`config.mk`:
```
export PLATFORM = sky130hd
export DESIGN_NAME = game_round_controller
export DESIGN_NICKNAME = d
export VERILOG_FILES = /design/src/rtl/game_round_controller.sv
export SDC_FILE = /design/constraint.sdc
export NUM_CORES = 1
export LEC_CHECK = 0
export BUFFER_PORTS_ARGS = -buffer_cell sky130_fd_sc_hd__buf_4
export CORE_ASPECT_RATIO = 1.1
export CORE_MARGIN = 5
export CORE_UTILIZATION = 40
export CTS_BUF_LIST = sky130_fd_sc_hd__clkbuf_8 sky130_fd_sc_hd__clkbuf_16
export DETAILED_ROUTE_END_ITERATION = 12
export SLEW_MARGIN = 20
export SYNTH_ARGS = -nofsm -noshare
export SYNTH_HDL_FRONTEND = slang
export SYNTH_SLANG_ARGS = --single-unit
```
`constraint.sdc`:
```
create_clock -name clk -period 1.9 [get_ports clk]
set_clock_uncertainty 0.1 [all_clocks]
set_input_delay 0.475 -clock clk [delete_from_list [all_inputs] [get_ports clk]]
set_output_delay 0.475 -clock clk [all_outputs]
set_load 0.05 [all_outputs]
```
`src/rtl/game_round_controller.sv`:
```
// Round sequencer for the target/torpedo game: sprite load/launch,
// shot accounting, win/loss decision, saturating score and timer start.
module game_round_controller #(
  parameter int N_SHOTS     = 3,
  parameter int SHOT_WIDTH  = 2,
  parameter int SCORE_WIDTH = 4
) (
  input  logic                   clk,
  input  logic                   reset,
  input  logic                   key,
  input  logic                   sprite_target_within_screen,
  input  logic                   sprite_torpedo_within_screen,
  input  logic                   collision,
  input  logic                   end_of_game_timer_running,
  output logic                   sprite_target_write_xy,
  output logic                   sprite_target_write_dxy,
  output logic                   sprite_torpedo_write_xy,
  output logic                   sprite_torpedo_write_dxy,
  output logic                   sprite_target_enable_update,
  output logic                   sprite_torpedo_enable_update,
  output logic                   end_of_game_timer_start,
  output logic                   game_won,
  output logic [SCORE_WIDTH-1:0] score,
  output logic [SHOT_WIDTH-1:0]  shots_left
);

  localparam logic [3:0] IDLE    = 4'd0;
  localparam logic [3:0] LOAD    = 4'd1;
  localparam logic [3:0] AIM     = 4'd2;
  localparam logic [3:0] FIRE    = 4'd3;
  localparam logic [3:0] FLIGHT  = 4'd4;
  localparam logic [3:0] RELOAD  = 4'd5;
  localparam logic [3:0] WON     = 4'd6;
  localparam logic [3:0] LOST    = 4'd7;
  localparam logic [3:0] END_RND = 4'd8;

  logic [3:0] state;
  logic [3:0] state_nxt;
  logic       key_d;
  logic       key_fire;
  logic       seen_run;
  logic       timer_done;

  assign key_fire   = key & ~key_d;
  assign timer_done = seen_run & ~end_of_game_timer_running;

  always_comb begin
    state_nxt = state;
    unique case (state)
      IDLE:    if (key_fire) state_nxt = LOAD;
      LOAD:    state_nxt = AIM;
      AIM: begin
        if (!sprite_target_within_screen) state_nxt = LOST;
        else if (key_fire)                state_nxt = FIRE;
      end
      FIRE:    state_nxt = FLIGHT;
      FLIGHT: begin
        if (collision)                         state_nxt = WON;
        else if (!sprite_target_within_screen) state_nxt = LOST;
        else if (!sprite_torpedo_within_screen)
          state_nxt = (shots_left != '0) ? RELOAD : LOST;
      end
      RELOAD:  state_nxt = AIM;
      WON:     state_nxt = END_RND;
      LOST:    state_nxt = END_RND;
      END_RND: if (timer_done) state_nxt = IDLE;
      default: state_nxt = IDLE;
    endcase
  end

  // Moore decode: every strobe lasts exactly one state cycle
  always_comb begin
    sprite_target_write_xy       = 1'b0;
    sprite_target_write_dxy      = 1'b0;
    sprite_torpedo_write_xy      = 1'b0;
    sprite_torpedo_write_dxy     = 1'b0;
    sprite_target_enable_update  = 1'b0;
    sprite_torpedo_enable_update = 1'b0;
    end_of_game_timer_start      = 1'b0;
    unique case (1'b1)
      state == LOAD: begin
        sprite_target_write_xy   = 1'b1;
        sprite_target_write_dxy  = 1'b1;
        sprite_torpedo_write_xy  = 1'b1;
        sprite_torpedo_write_dxy = 1'b1;
      end
      state == AIM:
        sprite_target_enable_update = 1'b1;
      state == FIRE: begin
        sprite_torpedo_write_dxy    = 1'b1;
        sprite_target_enable_update = 1'b1;
      end
      state == FLIGHT: begin
        sprite_target_enable_update  = 1'b1;
        sprite_torpedo_enable_update = 1'b1;
      end
      state == RELOAD: begin
        sprite_torpedo_write_xy     = 1'b1;
        sprite_target_enable_update = 1'b1;
      end
      state == WON, state == LOST:
        end_of_game_timer_start = 1'b1;
      default: ;
    endcase
  end

  always_ff @(posedge clk or negedge reset) begin
    if (!reset) begin
      state      <= IDLE;
      key_d      <= 1'b0;
      seen_run   <= 1'b0;
      score      <= '0;
      shots_left <= '0;
      game_won   <= 1'b0;
    end else begin
      state <= state_nxt;
      key_d <= key;
      if (state == LOAD) begin
        shots_left <= SHOT_WIDTH'(N_SHOTS);
        game_won   <= 1'b0;
      end
      if (state == FIRE && shots_left != '0)
        shots_left <= shots_left - SHOT_WIDTH'(1);
      if (state == WON) begin
        game_won <= 1'b1;
        if (score != '1) score <= score + SCORE_WIDTH'(1);
      end
      if (state == LOST)
        game_won <= 1'b0;
      // Wait for the timer to have been seen busy before trusting its low level
      if (state == END_RND)
        seen_run <= timer_done ? 1'b0
                               : (seen_run | end_of_game_timer_running);
    end
  end

endmodule

```
==> results of run 1 <==
-- cell type report --
type | count | area, µm²
Fill cell | 160 | 734.5
Clock buffer | 3 | 41.29
Clock inverter | 1 | 3.754
Timing Repair Buffer | 29 | 246.5
Sequential cell | 13 | 326.6
Inverter | 3 | 12.51
Multi-Input combinational cell | 52 | 394.1
Tap cell | 18 | 22.52
-- path summary, 6_finish.rpt --
check | end | start
worst max-delay path | sprite_target_write_xy | state[3]
worst min-delay path | key_d | key
worst max register to register | score[3] | state[3]
worst min register to register | seen_run | seen_run
max in group asynchronous | state[1] | reset
min in group asynchronous | score[1] | reset
-- worst max-delay path, stage by stage, from the launching register on --
cell and delay (ps):
dfrtp_1 400, or3b_4 420, nor2_4 110, buf_6 160
-- state kept, by name (all words and copies together), names as in the netlist --
name,flops
shots_left,2
score,4
key_d,1
game_won,1
state,4
seen_run,1
-- timing repair --
item,in CTS,in global routing
endpoints found under the setup margin,5,6
buffers inserted,2,1
hold buffers,1,0
gates resized for setup,8,2
endpoints found under the hold margin,13,0
-- stage by stage --
step	utilization [%]	hold slack, ps	setup slack (ps)	TNS (ps)
finish	58.78	246.5	-17.05	-45.40
global route	58.78	241.0	-68.56	-254.0
CTS	58.08	242.8	-24.58	-48.14
detailed placement	52.46	234.5	186.4	0
global placement	52.46	233.4	202.4	0
floorplan	-	79.41	-299.0	-419.1
-- cells by family (layout without fill, tap and decap cells) --
logic type,Yosys count,after routing,synth area share (%)
simple gates,31,31,26.05
compound gates,14,14,14.12
flops,13,13,43.70
buf+inv,7,36,5.377
mux,3,3,5.041
fa+ha+maj,2,2,3.361
xor+xnor,2,2,2.353
-- cell usage after synthesis, drive strengths merged, types with 2 or more instances --
master | n | share of area (%)
dfrtp | 13 | 44
nor2 | 8 | 4.0
nand2b | 5 | 4.2
nor2b | 5 | 4.2
a211oi | 4 | 4.0
buf | 3 | 3.2
mux2 | 3 | 5.0
nand2 | 3 | 1.8
a21oi | 2 | 1.3
a311oi | 2 | 3.2
and2 | 2 | 1.7
ha | 2 | 3.4
inv | 2 | 1.0
xnor2 | 2 | 2.4
-- routing by layer --
layer	routed length [µm]	vias up	global-route usage [%]
met3	63	5	3.226
li1	-	305	-
met4	33	0	6.923
met5	0	-	0
met2	780	16	20.26
met1	722	299	14.89
==> impl_metrics.tcl, run 1 <==
set metrics [dict create \
    numCtsBuffers 3 \
    synth.avg_cell_area_um2 10.34 \
    initial_core_util_pct 41.78 \
    grt_pass1_vias 612 \
    setup_viol 3 \
    path_max_fanout 4 \
    dp.cells 111 \
    viasPerCell 5.252 \
    cp-end-kind "primary output" \
    hp-class "primary input to flop" \
    drt_pass1_iterations 3 \
    synth_cells 72 \
    clkTransAtPathRegs_ps 60 \
    core_area_um2 1782 \
    htree_num_levels 1 \
    cp.required_ps 1320 \
    layout_commonest_cell "buf_4" \
    mostFrequentLayoutCells "23 x buf_4, 12 x dfrtp_1, 7 x nor2_1" \
    grt_pass1_wl_um 2677 \
    async_flop_share_pct 100.0 \
    antenna_found_initial 0 \
    first_iter_violations 2 \
    synth_seq_cells 13 \
    die_w_um 51.14 \
    n_antenna_cell 0 \
    clockBufferDepth 2 \
    slew_violations 0 \
    routed_wl_um 1599 \
    clock_sink_count 13 \
    fin_nets 111 \
    crit_type "flop to primary output" \
    maxCapViolCount 0 \
    clk_latency_ps 240 \
    numPortBuffers 20 \
    drive_gt1_share_pct 44.55 \
    die-area_um2 2825 \
    floorplan.die.height_um 55.25 \
    tightest_slew_ps 234.0 \
    setup_ws_ps -17.05 \
    ys_types 35 \
    via_count 625 \
    synth_edf_count 0 \
    rows 16 \
    grt_max_degree 14 \
    violations "setup timing" \
    design_area_um2 1047 \
    status "complete, but fails checks" \
    period_share_pct 100.9 \
    syn_area_um2 744.5 \
    gp_congestion 0.6985 \
    worst-r2r-setup-slack_ps 330 \
    cts_tree "done" \
    placedInstanceArea_um2 934.6 \
    ioPinCount 21 \
    yosysSeqAreaShare_pct 43.70 \
    routedWlPerCell_um 13.44 \
    grt_overflow 0 \
    area_growth_pct 40.67 \
    grt_usage_pct 12.57 \
    maxSlewHeadroom_pct 84.30 \
    ys_warn_count 0 \
    drc 0 \
    synth.net_count 81 \
    start_kind "flop" \
    max_freq_ghz 0.5216 \
    final.min_clock_period_ps 1917 \
    r2r_cells 4 \
    dp.final_hpwl_um 1155 \
    final_hold_viol_count 0 \
    cp.arrival_ps 1340 \
    antenna_left 0 \
    ys.flop_type "dfrtp_1" \
    hold_depth 1 \
    cts-root-buf "clkbuf_8" \
    rsz0062_at_grt "yes" \
    final_cells 119 \
]
Power of run 1 is left out: the tool's default activity adds up to more than one toggle a clock period on the data nets, which glitch-free logic cannot reach.
==> run 2: changes to the inputs <==
- CORE_ASPECT_RATIO: 1.1 -> default
- CORE_UTILIZATION: 40 -> 53
- PLACE_DENSITY: default -> 0.81
- clock period: 1.9 -> 2.3 ns (I/O delays scaled with it)
==> impl_metrics.tcl, run 2 (synthesis gave the netlist of run 1 again) <==
set metrics [dict create \
    routed_wl_um 1462 \
    cts-root-buf "clkbuf_8" \
    via_count 590 \
    clockBufferDepth 2 \
    max_freq_ghz 0.4558 \
    rows 13 \
    holdBufCountCts 0 \
    routedWlPerCell_um 13.54 \
    area_growth_pct 27.06 \
    dp.final_hpwl_um 1055 \
    grt_overflow 0 \
    final.min_clock_period_ps 2194 \
    final_cells 108 \
    grt_pass1_vias 559 \
    drive_gt1_share_pct 38.71 \
    clkTransAtPathRegs_ps 60 \
    dp_slack_ps 384.9 \
    layout_commonest_cell "buf_4" \
    core_area_um2 1318 \
    die-area_um2 2254 \
    fin_nets 103 \
    setup_ws_ps 106.2 \
    gp_congestion 0.7756 \
    drc 0 \
    status "complete, no violations" \
    r2r_start "state[3]" \
    viasPerCell 5.463 \
    ioPinCount 21 \
    cts_tree "done" \
    antenna_left 0 \
    final_hold_viol_count 0 \
    mostFrequentLayoutCells "21 x buf_4, 13 x dfrtp_1, 7 x nor2_1" \
    maxCapViolCount 0 \
    period_share_pct 95.38 \
    htree_num_levels 1 \
    cp.arrival_ps 1520 \
    grt_pass1_wl_um 2428 \
    cp-end-kind "primary output" \
    floorplan.die.height_um 47.48 \
    rr_endpoint "score[3]" \
    worst-r2r-setup-slack_ps 760 \
    slew_violations 0 \
    cp.required_ps 1620 \
    drt_pass1_iterations 4 \
    grt_max_degree 14 \
    setup_tns_ps 0 \
    start_kind "flop" \
    largestRegisters "score: 4 flops, state: 4 flops, shots_left: 2 flops" \
    antenna_found_initial 0 \
    post_cts.resized_instances 0 \
    numPortBuffers 20 \
    numCtsBuffers 3 \
    first_iter_violations 11 \
    tightest_slew_ps 327.3 \
    clk_latency_ps 240 \
    setup_viol 0 \
    final_util_pct 71.79 \
    rsz0062_at_grt "no" \
    die_w_um 47.48 \
    dp.cells 104 \
    crit_type "flop to primary output" \
    fillCellCount 96 \
    maxSlewHeadroom_pct 78.18 \
    initial_core_util_pct 56.51 \
    r2r_cells 3 \
    n_antenna_cell 0 \
    path_max_fanout 11 \
    cts_setup_buffers 0 \
    grt_usage_pct 16.03 \
    hp-class "primary input to asynchronous set/reset pin" \
    clock_sink_count 13 \
]
-- run 2: cell types whose count changed in the layout (fill, tap and decap cells not counted) --
cell,before,now
buf_6,3,0
and2_4,1,0
buf_8,2,0
and2_1,1,2
dfrtp_2,1,0
dfrtp_1,12,13
nor2_2,0,1
buf_4,23,21
nor2_4,1,0
dlygate4sd3_1,1,0
-- run 2: worst max path at each step --
stage,start,to,slack [ps],cells after the start
global route,state[2],sprite_target_write_dxy,60,3
floorplan,state[3],sprite_target_write_xy,1,4
CTS,state[2],sprite_target_write_xy,120,3
global placement,state[2],sprite_target_write_dxy,390,3
finish,state[2],sprite_target_write_xy,110,3
detailed placement,state[2],sprite_target_write_xy,380,3
-- run 2: final cells by class --
type	instances	area, µm²	share of cell area [%]
Clock buffer	3	41.29	4.365
Clock inverter	1	3.754	0.3968
Inverter	3	12.51	1.323
Multi-Input combinational cell	52	386.6	40.87
Sequential cell	13	325.3	34.39
Tap cell	15	18.77	1.984
Timing Repair Buffer	21	157.7	16.67
-- run 2: through the flow --
| stage | hold WS [ps] | instance area, µm² |
|---|---|---|
| floorplan | 179.4 | 752.0 |
| global placement | 328.2 | 900.9 |
| detailed placement | 328.7 | 900.9 |
| CTS | 68.67 | 945.9 |
| global route | 73.35 | 945.9 |
| finish | 65.28 | 945.9 |
-- run 2: layer usage --
layer	share of wire [%]	routed length [µm]	global-route usage (%)	vias up
met4	1.5	22	9.945	0
met3	6.6	97	4.135	4
met1	47	682	20.81	282
met5	0	0	0	-
met2	45	660	23.80	15
li1	-	-	-	289
-- run 2: critical path, stage by stage (launching register included) --
cell and delay (ps):
dfrtp_1 490, or3b_4 470, nor2_2 110, buf_4 200
Power of run 2 is left out for the same reason.
==> run 3: changes to the inputs <==
- ABC_AREA: default -> 1
- CAP_MARGIN: default -> 20
- CORE_UTILIZATION: 53 -> 52
- PLACE_DENSITY: 0.81 -> 0.8
==> impl_metrics.tcl, run 3 <==
set metrics [dict create \
    setup_ws_ps 230.2 \
    grt_usage_pct 16.73 \
    p_total_mw 1.496 \
    cts_setup_buffers 0 \
    floorplan.die.height_um 47 \
    slew_violations 0 \
    ioPinCount 21 \
    design_area_um2 920.9 \
    viasPerCell 5.219 \
    placedInstanceArea_um2 875.8 \
    first_iter_violations 32 \
    final_cells 137 \
    cp-end-kind "primary output" \
    die-area_um2 2209 \
    grt_pass1_vias 652 \
    clock_sink_count 13 \
    initial_core_util_pct 54.71 \
    synth_area_leaders "dfrtp_1 46%, nand2_1 13%, nor2_1 12%, inv_1 6.9%, nand3_1 4.2%" \
    p_leak_nw 0.5217 \
    final.min_clock_period_ps 2070 \
    cp.arrival_ps 1390 \
    max_freq_ghz 0.4831 \
    core_area_um2 1301 \
    layout_commonest_cell "nand2_1" \
    drc 0 \
    grt_max_degree 14 \
    synth_cells 99 \
    synth.net_count 108 \
    use_met3_pct 3.448 \
    crit_type "flop to primary output" \
    gp_congestion 0.8566 \
    antenna_found_initial 0 \
    ys_warn_count 0 \
    routedWlPerCell_um 12.29 \
    start_kind "flop" \
    synth_seq_cells 13 \
    ys_types 14 \
    routed_wl_um 1684 \
    holdBufCountCts 0 \
    period_share_pct 89.99 \
    path_max_fanout 8 \
    n_antenna_cell 0 \
    ys.flop_type "dfrtp_1" \
    pwr_density_cell_nw_per_um2 1625 \
    rsz0062_at_grt "no" \
    grt_pass1_wl_um 2553 \
    maxCapViolCount 0 \
    dp.final_hpwl_um 1323 \
    final_hold_viol_count 0 \
    clk_latency_ps 240 \
    tightest_slew_ps 247.7 \
    htree_num_levels 1 \
    synth.avg_cell_area_um2 7.191 \
    synth_common_cells "25 x nand2_1, 23 x nor2_1, 13 x dfrtp_1, 13 x inv_1, 6 x nand3_1" \
    via_count 715 \
    setup_tns_ps 0 \
    clkTransAtPathRegs_ps 60 \
    numCtsBuffers 3 \
    cts-root-buf "clkbuf_8" \
    busiest_layer "met2" \
    grt_overflow 0 \
    drt_pass1_iterations 4 \
    clockBufferDepth 2 \
    drive_gt1_share_pct 20.49 \
    status "complete, no violations" \
    netlist.area_leader.share_pct 45.69 \
    mostFrequentLayoutCells "25 x nand2_1, 22 x nor2_1, 20 x buf_4" \
    power_frac_clock_pct 13.5 \
    antenna_left 0 \
    numPortBuffers 20 \
    yosysSeqAreaShare_pct 45.69 \
    setup_viol 0 \
    yosysTopAreaCell "dfrtp_1" \
    area_growth_pct 29.35 \
    syn_area_um2 711.9 \
    async_flop_share_pct 100.0 \
    fin_nets 132 \
    die_w_um 47 \
    netSwitchingFraction_pct 53.84 \
    dp_slack_ps 503.7 \
    peakVddDrop_v 0.0009891 \
    p_switching_uw 805.5 \
    hp-class "primary input to asynchronous set/reset pin" \
    p_comb_share_pct 60.1 \
    internal_power_uw 690.5 \
    synth_most_common_cell "nand2_1" \
    maxSlewHeadroom_pct 83.43 \
    cp.required_ps 1620 \
    largestRegisters "score: 4 flops, state: 4 flops, shots_left: 2 flops" \
    rows 13 \
    p_seq_share_pct 26.4 \
    synth_edf_count 0 \
    grt_util_met2_pct 30.35 \
    gr-usage-met1_pct 18.96 \
    cts_tree "done" \
    dp.cells 133 \
    worst-r2r-setup-slack_ps 910 \
    post_cts.resized_instances 0 \
]
[run 3: cell types whose count changed in the layout (fill, tap and decap cells not counted), moves of 2 or more]
cell,previous run,this run
mux2_2,2,0
nand2_1,2,25
and2_1,2,0
o22ai_1,0,2
nand2b_1,5,0
nor2_1,7,22
inv_1,3,14
nor2b_1,5,0
o21ai_0,1,4
nand3_1,1,6
nand4_1,0,2
a211oi_1,4,0
[run 3: cells by family after synthesis]
group                    share of synthesized area [%]
flip-flops                                       45.69
XOR/XNOR                                         3.691
AO/OA/AOI/OAI                                    7.380
adder cells (fa/ha/maj)                          3.514
buffers and inverters                            8.436
AND/OR/NAND/NOR                                  31.28
[run 3: area by class of cell]
class                   instances  area, µm²
clock buffers                   3      41.29
clock inverters                 1      3.754
fillers                       113      380.4
inverters                      14      52.55
multi-input cells              71      329.1
flip-flops and latches         13      325.3
well taps                      15      18.77
repair buffers                 20      150.1
[run 3: path summary, 6_finish.rpt]
path	from	end	depth (start not counted)
max	state[1]	sprite_target_write_dxy	4
min	reset	seen_run	1
max reg2reg	score[0]	score[0]	4
min reg2reg	shots_left[0]	shots_left[0]	1
max in group asynchronous	reset	score[1]	1
min in group clk	key	key_d	1
[run 3: power groups by stage]
stage                     Clock [mW]  Sequential [mW]  Combinational, mW
after floorplan                    0            0.515              0.534
after detailed placement           0            0.398              0.899
after CTS                      0.206            0.394              0.906
final                          0.202            0.395              0.899
after global routing           0.214            0.406              0.975
after global placement             0            0.389              0.882
[run 3: through the flow]
step | hold WS [ps] | util (%)
finish | 59.93 | 70.77
global route | 73.25 | 70.77
global placement | 325.1 | 67.31
detailed placement | 325.8 | 67.31
CTS | 67.29 | 70.77
floorplan | 179.4 | -
[run 3: worst max-delay path, cell delays in order, from the launching register on]
cell     delay [ps]
dfrtp_1         460
inv_2           150
nand2_1         100
nor2_2          210
buf_4           240
[run 3: layer usage]
metal,share of wire (%),wire [µm]
met1,42,711
met2,49,833
met3,6.7,113
met4,1.5,25
met5,0,0
(Power assumes the default switching activity.)
